**src/rtl/segments2data_pkg.sv**
```systemverilog
// segments2data_pkg: state type, BCD/segment code tables and the constant helpers used to
// size the segment-bus decoder.
package segments2data_pkg;

   typedef enum logic [1:0] {COLLECT, CONVERT, PUBLISH} state_e;

   // Non-digit BCD codes carried alongside 0-9
   localparam logic [3:0] Empty = 4'hA;
   localparam logic [3:0] Minus = 4'hB;
   localparam logic [3:0] Bad   = 4'hF;

   // Segment codes, bit order {dp, g, f, e, d, c, b, a}, active-high, dp never lit
   localparam logic [7:0] EscEmpty = 8'h00;
   localparam logic [7:0] EscMinus = 8'h40;

   typedef struct packed {
      logic       legal;
      logic [3:0] code;
   } esc_dec_t;

   function automatic logic [7:0] bcd2esc(input logic [3:0] bcd);
      logic [7:0] esc;
      case (bcd)
         4'd0:    esc = 8'h3F;
         4'd1:    esc = 8'h06;
         4'd2:    esc = 8'h5B;
         4'd3:    esc = 8'h4F;
         4'd4:    esc = 8'h66;
         4'd5:    esc = 8'h6D;
         4'd6:    esc = 8'h7D;
         4'd7:    esc = 8'h07;
         4'd8:    esc = 8'h7F;
         4'd9:    esc = 8'h6F;
         Minus:   esc = EscMinus;
         default: esc = EscEmpty;
      endcase
      return esc;
   endfunction

   // Inverse of bcd2esc; anything bcd2esc cannot produce comes back as Bad, not legal
   function automatic esc_dec_t esc2bcd(input logic [7:0] esc);
      esc_dec_t r;
      r.legal = 1'b1;
      r.code  = Bad;
      case (esc)
         8'h3F:    r.code = 4'd0;
         8'h06:    r.code = 4'd1;
         8'h5B:    r.code = 4'd2;
         8'h4F:    r.code = 4'd3;
         8'h66:    r.code = 4'd4;
         8'h6D:    r.code = 4'd5;
         8'h7D:    r.code = 4'd6;
         8'h07:    r.code = 4'd7;
         8'h7F:    r.code = 4'd8;
         8'h6F:    r.code = 4'd9;
         EscEmpty: r.code = Empty;
         EscMinus: r.code = Minus;
         default:  r.legal = 1'b0;
      endcase
      return r;
   endfunction

   // Decimal digits needed to show every value below n
   function automatic int unsigned clog10(input longint unsigned n);
      longint unsigned p;
      int unsigned     d;
      p = 1;
      d = 0;
      while (p < n) begin
         p = p * 10;
         d = d + 1;
      end
      return d;
   endfunction

   function automatic longint unsigned pow10(input int unsigned d);
      longint unsigned p;
      p = 1;
      for (int unsigned i = 0; i < d; i++) p = p * 10;
      return p;
   endfunction

endpackage

```
**src/rtl/segments2data_if.sv**
```systemverilog
// segments2data_if: observed display bus (Indicators/Segments) plus recovered-value outputs.
interface segments2data_if #(
   parameter int unsigned ISize = 2,
   parameter int unsigned Size  = 4
);
   logic [ISize-1:0] Indicators;
   logic [7:0]       Segments;
   logic [Size-1:0]  Data;
   logic             Valid;
   logic             Error;

   modport master (output Indicators, Segments, input Data, Valid, Error);
   modport slave  (input Indicators, Segments, output Data, Valid, Error);
endinterface

```
**src/rtl/segments2data_settle_filter.sv**
```systemverilog
// segments2data_settle_filter: accepts a value once after it has been stable for N clocks.
// Emits a single accept pulse with the held value; usable for key debouncing too. N >= 2.
module segments2data_settle_filter #(
   parameter int unsigned Width = 8,
   parameter int unsigned N     = 4
) (
   input  logic             clk,
   input  logic             rst,
   input  logic [Width-1:0] din,
   output logic             accept,
   output logic [Width-1:0] value
);
   localparam int unsigned CntWidth = (N > 1) ? $clog2(N) : 1;
   localparam logic [CntWidth-1:0] CntMax = CntWidth'(N - 1);

   logic [Width-1:0]    prev_q, value_q;
   logic [CntWidth-1:0] cnt_q, cnt_d;
   logic                accept_q, accept_d, same;

   // Saturating stability counter; the accept fires only on the step into CntMax
   always_comb begin
      same     = (din == prev_q);
      cnt_d    = '0;
      accept_d = 1'b0;
      if (same) begin
         cnt_d    = (cnt_q == CntMax) ? cnt_q : cnt_q + 1'b1;
         accept_d = (cnt_q == CntMax - 1'b1);
      end
   end

   // History, counter and held-value registers
   always_ff @(posedge clk or posedge rst) begin
      if (rst) begin
         prev_q   <= '0;
         cnt_q    <= '0;
         accept_q <= 1'b0;
         value_q  <= '0;
      end else begin
         prev_q   <= din;
         cnt_q    <= cnt_d;
         accept_q <= accept_d;
         if (accept_d) value_q <= prev_q;
      end
   end

   assign accept = accept_q;
   assign value  = value_q;
endmodule

```
**src/rtl/segments2data.sv**
```systemverilog
// segments2data: decodes a multiplexed 7-segment bus back into a binary (or sign-magnitude)
// word. Define SEGMENTS2DATA_SYNC_EN to put 2-flop synchronizers on Indicators/Segments.
module segments2data
   import segments2data_pkg::*;
#(
   parameter int unsigned Size           = 4,
   parameter string       Signed         = "Yes",
   parameter int unsigned ClockPeriod_ns = 20,
   parameter int unsigned RefreshTime_ns = 20_000,
   parameter int unsigned SettleCycles   = 4
) (
   input logic            Clock,
   input logic            Reset,
   segments2data_if.slave bus
);
   localparam bit IsSigned = (Signed == "Yes");
   localparam int unsigned ISize = IsSigned ? clog10(64'd1 << (Size - 1)) + 1
                                            : clog10(64'd1 << Size);
   localparam int unsigned MagDigits = IsSigned ? ISize - 1 : ISize;
   localparam int unsigned MagBits   = IsSigned ? Size - 1 : Size;
   localparam int unsigned AccWidth  = $clog2(pow10(MagDigits));
   localparam logic [AccWidth-1:0] MaxMag = AccWidth'((64'd1 << MagBits) - 64'd1);
   localparam int unsigned TimeoutCycles = 2 * RefreshTime_ns / ClockPeriod_ns;
   localparam int unsigned ToWidth  = $clog2(TimeoutCycles + 1);
   localparam int unsigned IdxWidth = (ISize > 1) ? $clog2(ISize) : 1;
   localparam logic [IdxWidth-1:0] FirstIdx = IdxWidth'(MagDigits - 1);

   logic [ISize-1:0] ind_in;
   logic [7:0]       seg_in;

`ifdef SEGMENTS2DATA_SYNC_EN
   logic [ISize-1:0] ind_s1, ind_s2;
   logic [7:0]       seg_s1, seg_s2;

   // Two-flop synchronizers, idle (all ones) out of reset
   always_ff @(posedge Clock or posedge Reset) begin
      if (Reset) begin
         ind_s1 <= '1;
         ind_s2 <= '1;
         seg_s1 <= '1;
         seg_s2 <= '1;
      end else begin
         ind_s1 <= bus.Indicators;
         ind_s2 <= ind_s1;
         seg_s1 <= bus.Segments;
         seg_s2 <= seg_s1;
      end
   end

   assign ind_in = ind_s2;
   assign seg_in = seg_s2;
`else
   assign ind_in = bus.Indicators;
   assign seg_in = bus.Segments;
`endif

   logic             accept;
   logic [ISize-1:0] acc_ind;
   logic [7:0]       acc_seg;

   segments2data_settle_filter #(
      .Width (ISize + 8),
      .N     (SettleCycles)
   ) u_settle (
      .clk    (Clock),
      .rst    (Reset),
      .din    ({ind_in, seg_in}),
      .accept (accept),
      .value  ({acc_ind, acc_seg})
   );

   state_e                  state_q, state_d;
   logic [ISize-1:0]        seen_q, seen_d;
   logic [ISize-1:0][3:0]   slots_q, slots_d, frame_q, frame_d;
   logic [AccWidth-1:0]     acc_q, acc_d, acc_next;
   logic [IdxWidth-1:0]     idx_q, idx_d, slot_idx;
   logic [ToWidth-1:0]      to_q, to_d;
   logic                    bad_q, bad_d, sign_q, sign_d;
   logic [Size-1:0]         data_q, data_d;
   logic                    valid_q, valid_d, error_q, error_d;
   logic                    slot_ok, digit_bad;
   logic [3:0]              digit_code, digit_val;
   esc_dec_t                dec;

   // Slot select decode: exactly one active-low indicator picks the slot
   always_comb begin
      slot_ok  = $onehot(~acc_ind);
      slot_idx = '0;
      for (int k = 0; k < ISize; k++) begin
         if (!acc_ind[k]) slot_idx = IdxWidth'(k);
      end
      dec = esc2bcd(acc_seg);
   end

   // Frame FSM: collect slots, convert MSD-first, publish one result pulse
   always_comb begin
      state_d = state_q;
      seen_d  = seen_q;
      slots_d = slots_q;
      frame_d = frame_q;
      acc_d   = acc_q;
      idx_d   = idx_q;
      to_d    = to_q;
      bad_d   = bad_q;
      sign_d  = sign_q;
      data_d  = data_q;
      valid_d = 1'b0;
      error_d = 1'b0;

      digit_code = frame_q[idx_q];
      digit_bad  = (digit_code > 4'd9) && (digit_code != Empty);
      digit_val  = (digit_code == Empty) ? 4'd0 : digit_code;
      acc_next   = acc_q * AccWidth'(10) + AccWidth'(digit_val);

      case (state_q)
         COLLECT: begin
            if (accept) begin
               to_d = '0;
            end else if (to_q == ToWidth'(TimeoutCycles - 1)) begin
               to_d   = '0;
               seen_d = '0;
            end else begin
               to_d = to_q + 1'b1;
            end
            if (&seen_q) begin
               // Snapshot so slots arriving during conversion go to the next frame
               state_d = CONVERT;
               seen_d  = '0;
               frame_d = slots_q;
               acc_d   = '0;
               idx_d   = FirstIdx;
               to_d    = '0;
               if (IsSigned) begin
                  sign_d = (slots_q[ISize-1] == Minus);
                  bad_d  = !((slots_q[ISize-1] == Empty) || (slots_q[ISize-1] == Minus));
               end else begin
                  sign_d = 1'b0;
                  bad_d  = 1'b0;
               end
            end
         end
         CONVERT: begin
            acc_d = acc_next;
            if (idx_q == '0) begin
               state_d = PUBLISH;
               if (bad_q || digit_bad || (acc_next > MaxMag)) begin
                  error_d = 1'b1;
               end else begin
                  valid_d = 1'b1;
                  data_d  = IsSigned ? {sign_q, acc_next[Size-2:0]} : acc_next[Size-1:0];
               end
            end else begin
               idx_d = idx_q - 1'b1;
               bad_d = bad_q | digit_bad;
            end
         end
         PUBLISH: state_d = COLLECT;
         default: state_d = COLLECT;
      endcase

      // Accepted pairs are stored in every state; last value wins
      if (accept && slot_ok) begin
         slots_d[slot_idx] = dec.legal ? dec.code : Bad;
         seen_d[slot_idx]  = 1'b1;
      end
   end

   // State and datapath registers
   always_ff @(posedge Clock or posedge Reset) begin
      if (Reset) begin
         state_q <= COLLECT;
         seen_q  <= '0;
         slots_q <= '0;
         frame_q <= '0;
         acc_q   <= '0;
         idx_q   <= '0;
         to_q    <= '0;
         bad_q   <= 1'b0;
         sign_q  <= 1'b0;
         data_q  <= '0;
         valid_q <= 1'b0;
         error_q <= 1'b0;
      end else begin
         state_q <= state_d;
         seen_q  <= seen_d;
         slots_q <= slots_d;
         frame_q <= frame_d;
         acc_q   <= acc_d;
         idx_q   <= idx_d;
         to_q    <= to_d;
         bad_q   <= bad_d;
         sign_q  <= sign_d;
         data_q  <= data_d;
         valid_q <= valid_d;
         error_q <= error_d;
      end
   end

   assign bus.Data  = data_q;
   assign bus.Valid = valid_q;
   assign bus.Error = error_q;
endmodule

```
**src/flat_wrapper.sv**
```systemverilog
// flat-port wrapper written by rule: the top's interface ports become plain ports
module segments2data_flat import segments2data_pkg::*;
#(
   parameter int unsigned Size           = 4,
   parameter string       Signed         = "   ",
   parameter int unsigned ClockPeriod_ns = 20,
   parameter int unsigned RefreshTime_ns = 20_000,
   parameter int unsigned SettleCycles   = 4
)
  (Clock, Reset, bus_Indicators, bus_Segments, bus_Data, bus_Valid, bus_Error);
  segments2data_if #(.ISize(2), .Size(Size)) bus_i ();
  input logic Clock;
  input logic Reset;
  input wire logic [$bits(bus_i.Indicators)-1:0] bus_Indicators;
  input wire logic [$bits(bus_i.Segments)-1:0] bus_Segments;
  output wire logic [$bits(bus_i.Data)-1:0] bus_Data;
  output wire logic [$bits(bus_i.Valid)-1:0] bus_Valid;
  output wire logic [$bits(bus_i.Error)-1:0] bus_Error;
  assign bus_i.Indicators = bus_Indicators;
  assign bus_i.Segments = bus_Segments;
  assign bus_Data = bus_i.Data;
  assign bus_Valid = bus_i.Valid;
  assign bus_Error = bus_i.Error;
  segments2data #(.Size(Size), .Signed(Signed), .ClockPeriod_ns(ClockPeriod_ns), .RefreshTime_ns(RefreshTime_ns), .SettleCycles(SettleCycles)) u_core (.Clock(Clock), .Reset(Reset), .bus(bus_i));
endmodule
```
**config.mk**
```make
export PLATFORM = sky130hd
export DESIGN_NAME = segments2data_flat
export DESIGN_NICKNAME = d
export VERILOG_FILES = /design/src/rtl/segments2data_pkg.sv /design/src/rtl/segments2data_if.sv /design/src/rtl/segments2data_settle_filter.sv /design/src/rtl/segments2data.sv /design/src/flat_wrapper.sv
export SDC_FILE = /design/constraint.sdc
export NUM_CORES = 1
export LEC_CHECK = 0
export ABC_AREA = 1
export CORE_ASPECT_RATIO = 1.2
export CORE_MARGIN = 2
export CORE_UTILIZATION = 42
export CTS_BUF_LIST = sky130_fd_sc_hd__clkbuf_8
export CTS_CLUSTER_DIAMETER = 200
export DETAILED_ROUTE_END_ITERATION = 10
export GPL_TIMING_DRIVEN = 1
export HOLD_SLACK_MARGIN = 0.05
export PLACE_DENSITY = 0.57
export SLEW_MARGIN = 20
export SYNTH_ARGS = -nofsm -noshare
export SYNTH_HDL_FRONTEND = slang
export SYNTH_HIERARCHICAL = 1
export SYNTH_SLANG_ARGS = --single-unit
```
**constraint.sdc**
```tcl
create_clock -name Clock -period 4.29 [get_ports Clock]
set_input_delay 0.858 -clock Clock [delete_from_list [all_inputs] [get_ports Clock]]
set_output_delay 0.858 -clock Clock [all_outputs]
set_load 0.05 [all_outputs]
```
==> impl_results.md <==
* Final Max Slew Viols at 0
* Post-synthesis mux area share at 0%
* Critical path destination: u_core/bus.Data[2]
* Vias at 2,890
* First-pass DRT Iterations at 7
* Required time of the critical path at 4.52 ns
* Post-Synth Adder-Cell Area at 4.61%
* Final hold vios at 0
* Synth warn at 6
* Worst setup SP type: flop
* Post-CTS sizing at 0
* CTS tree: yes
* Critical R2R Capture: u_core/bus.Data[2]
* Post-Syn Instances at 456
* DRT iter0 DRCs at 169
* Ports at 18
* Die width at 88.3 µm
* Ant. Diodes at 0
* Min cycle time layout at 2.64 ns
* TNS Setup at 0 ns
* Register bit total from synthesis at 68
* Post-CTS Setup Inserts at 0
* Post-Route WL at 6810 µm
* Post-synthesis cell area at 3580 µm²
* Net Count, Synth at 480
* Pin count of the biggest net entering global routing at 46
* Power after layout at 1.21 mW
* Die height at 105 µm
* EDFF count, synth at 0
* Clock sink count at 68
* Yosys cell types at 39
* Met1 wire length at 2980 µm
* WL met2 at 3580 µm
* Critical Path AT at 2.87 ns
* GRT Total Usage at 16.7%
* # Max-Cap Violations at 0
* Final worst-path cycle share at 61.5%
* CP endpoint kind: flop
* Multi-input logic area at 1570 µm²
* WL met3 at 165 µm
* Final Skew at 0.0113 ns
* Simple-Gate Fraction of Synth Area at 31.1%
* VDD IR max at 152 µV
* Unrepaired setup endpoints after global routing: no
* IO Port Bufs at 17
* Finished Core Util at 49.5%
* Worst-case clock buffer depth at 2
* Async SR Flop Fraction at 100%
* Final setup viols at 0
* Hold Startpoint: u_core/bus.Data[0]
* FP Rows at 36
* Fmax achieved at 379 MHz
* Sequential-to-total area share from yosys stat at 47.5%
* Post-Syn Area per Cell at 7.85 µm²
* Status: finished clean
* Depth of the CTS H-tree at 3
* Compound-Gate Fraction of Synth Area at 6.43%
* Post-detail-place hpwl at 5060 µm
* Largest family of logic cells by synthesized area: simple AND/OR/NAND/NOR gates
* Synth Area in XOR/XNOR at 1.71%
* Rel. slew slack at 43.1%
* Antenna violations before repair at 0
* Via density at 4.83
* Core Footprint at 8200 µm²
* Crit path launch: u_core/idx_q
* Layout area overhead at 13.3%
* WS Path Type: flop to flop
* Most frequent cells in the layout: nand2_1 (165), dfrtp_1 (68), inv_1 (67)
* Layout cells sized above 1 at 7.23%
* Worst R2R Path Depth at 17
* Worst slew pin tran at 0.852 ns
* Total CTS buffers at 9
* Crit Path Max Fanout at 7
* Hold slack at 0.471 ns
* GP Congestion at 0.773
* Number of remaining DRC errors at 0
* Max layer used: met4
* Initial Utilization at 43.7%
* Final ANT Viol Nets at 0
* CTS clk-pin slew, worst paths at 0.07 ns
* Hold bufs inserted after CTS at 0
* Post-DR wirelength/cell at 11.4 µm
* Setup slack, reg-to-reg at 1.65 ns
* FILL cells at 844
* HP Class: flop to flop
* LEAKAGE at 2.21 nW
* Post-synth top flop: dfrtp_1
* Most common cell after layout, fill and taps aside: nand2_1
* Reg-to-reg critical path startpoint: u_core/idx_q
* Power density cells at 299 nW/µm²
* Fin nets at 503
* Die ar. at 9280 µm²
* Clock Tree Root: clkbuf_8
* GRT overflow at 0
* Vias in the first global route at 2,790
* First-pass GRT wire length at 12,300 µm
* Worst-skew pair later-pin latency at 0.34 ns
* Area occupied by registers at 1700 µm²
flip-flops by register name, indices dropped and copies added (netlist names):
name / cells
u_core/u_settle/prev_q: 10
u_core/state_q: 2
u_core/bus.Data: 4
u_core/seen_q: 2
u_core/frame_q: 8
u_core/bad_q: 1
u_core/bus.Valid: 1
u_core/to_q: 11
u_core/u_settle/value: 10
u_core/acc_q: 6
u_core/u_settle/accept: 1
u_core/u_settle/cnt_q: 2
u_core/idx_q: 1
u_core/slots_q: 8
u_core/bus.Error: 1
synthesized netlist by cell type (all sizes together), types with 2 or more instances:
cell	instances	area share, %
a21boi	2	0.52
a21oi	7	1.1
buf	4	0.87
clkbuf	2	0.21
dfrtp	68	48
fa	2	1.1
ha	10	3.5
inv	69	7.2
nand2	169	18
nand3	24	3.8
nand4	21	3.7
nor2	37	5.0
nor3	2	0.28
o21ai	17	2.5
o22ai	6	1.0
xnor2	4	0.98
xor2	3	0.73
cells by family after synthesis:
kind of cell               Yosys count
adders and majority gates           12
buffers and inverters               76
AOI/OAI and AO/OA                   38
and+or+nand+nor                    255
xor gates and xnor gates             7
DFF                                 68
stage by stage:
| stage | std cells | worst slack [ns] | cell area, µm² |
|---|---|---|---|
| 2_1_floorplan | 456 | 1.86 | 3580 |
| 3_3_place_gp | 582 | 1.57 | 3860 |
| 3_5_place_dp | 582 | 1.55 | 3860 |
| 4_1_cts | 598 | 1.65 | 4060 |
| 5_1_grt | 598 | 1.41 | 4060 |
| 6_report | 598 | 1.65 | 4060 |
where the power goes:
group / internal [mW] / switching (mW)
registers: 0.647 / 0.00502
clock network: 0.279 / 0.240
logic: 0.0167 / 0.0250
cell type report:
cell class              instances  share of cell area (%)
inverters                      70                    6.60
clock inverters                 6                    1.39
clock buffers                  10                    3.39
multi-input cells             312                    38.8
repair buffers                 18                    4.38
flip-flops and latches         68                    42.0
well taps                     114                    3.52
per-layer routing:
metal	vias up	global-route usage, %
li1	1486	-
met1	1369	20.2
met2	28	28.8
met3	7	3.32
met4	0	6.17
met5	-	0
worst min-delay path by stage:
stage,endpoint,slack (ns),cells after the start
after detailed placement,u_core/bus.Data[0],0.46,2
after floorplan,u_core/frame_q[4],0.44,2
after global placement,u_core/bus.Data[0],0.46,2
final,u_core/bus.Data[0],0.47,2
after CTS,u_core/frame_q[6],0.48,2
after global routing,u_core/frame_q[2],0.51,2
worst max-delay path, cell delays in order, from the launching register on:
cell and delay, ns:
dfrtp_1 0.49, inv_2 0.10, nand2_1 0.08, nand2_1 0.08
nor2_1 0.10, nand2_1 0.08, inv_1 0.07, nor2_1 0.05
ha_1 0.22, fa_1 0.41, nand3_1 0.12, nand3b_1 0.07
nand2_1 0.08, nand3_1 0.16, nor2_8 0.19, nand3_4 0.10
nand2_1 0.07, nand2_1 0.04
Power figures use the tool's default switching activity.
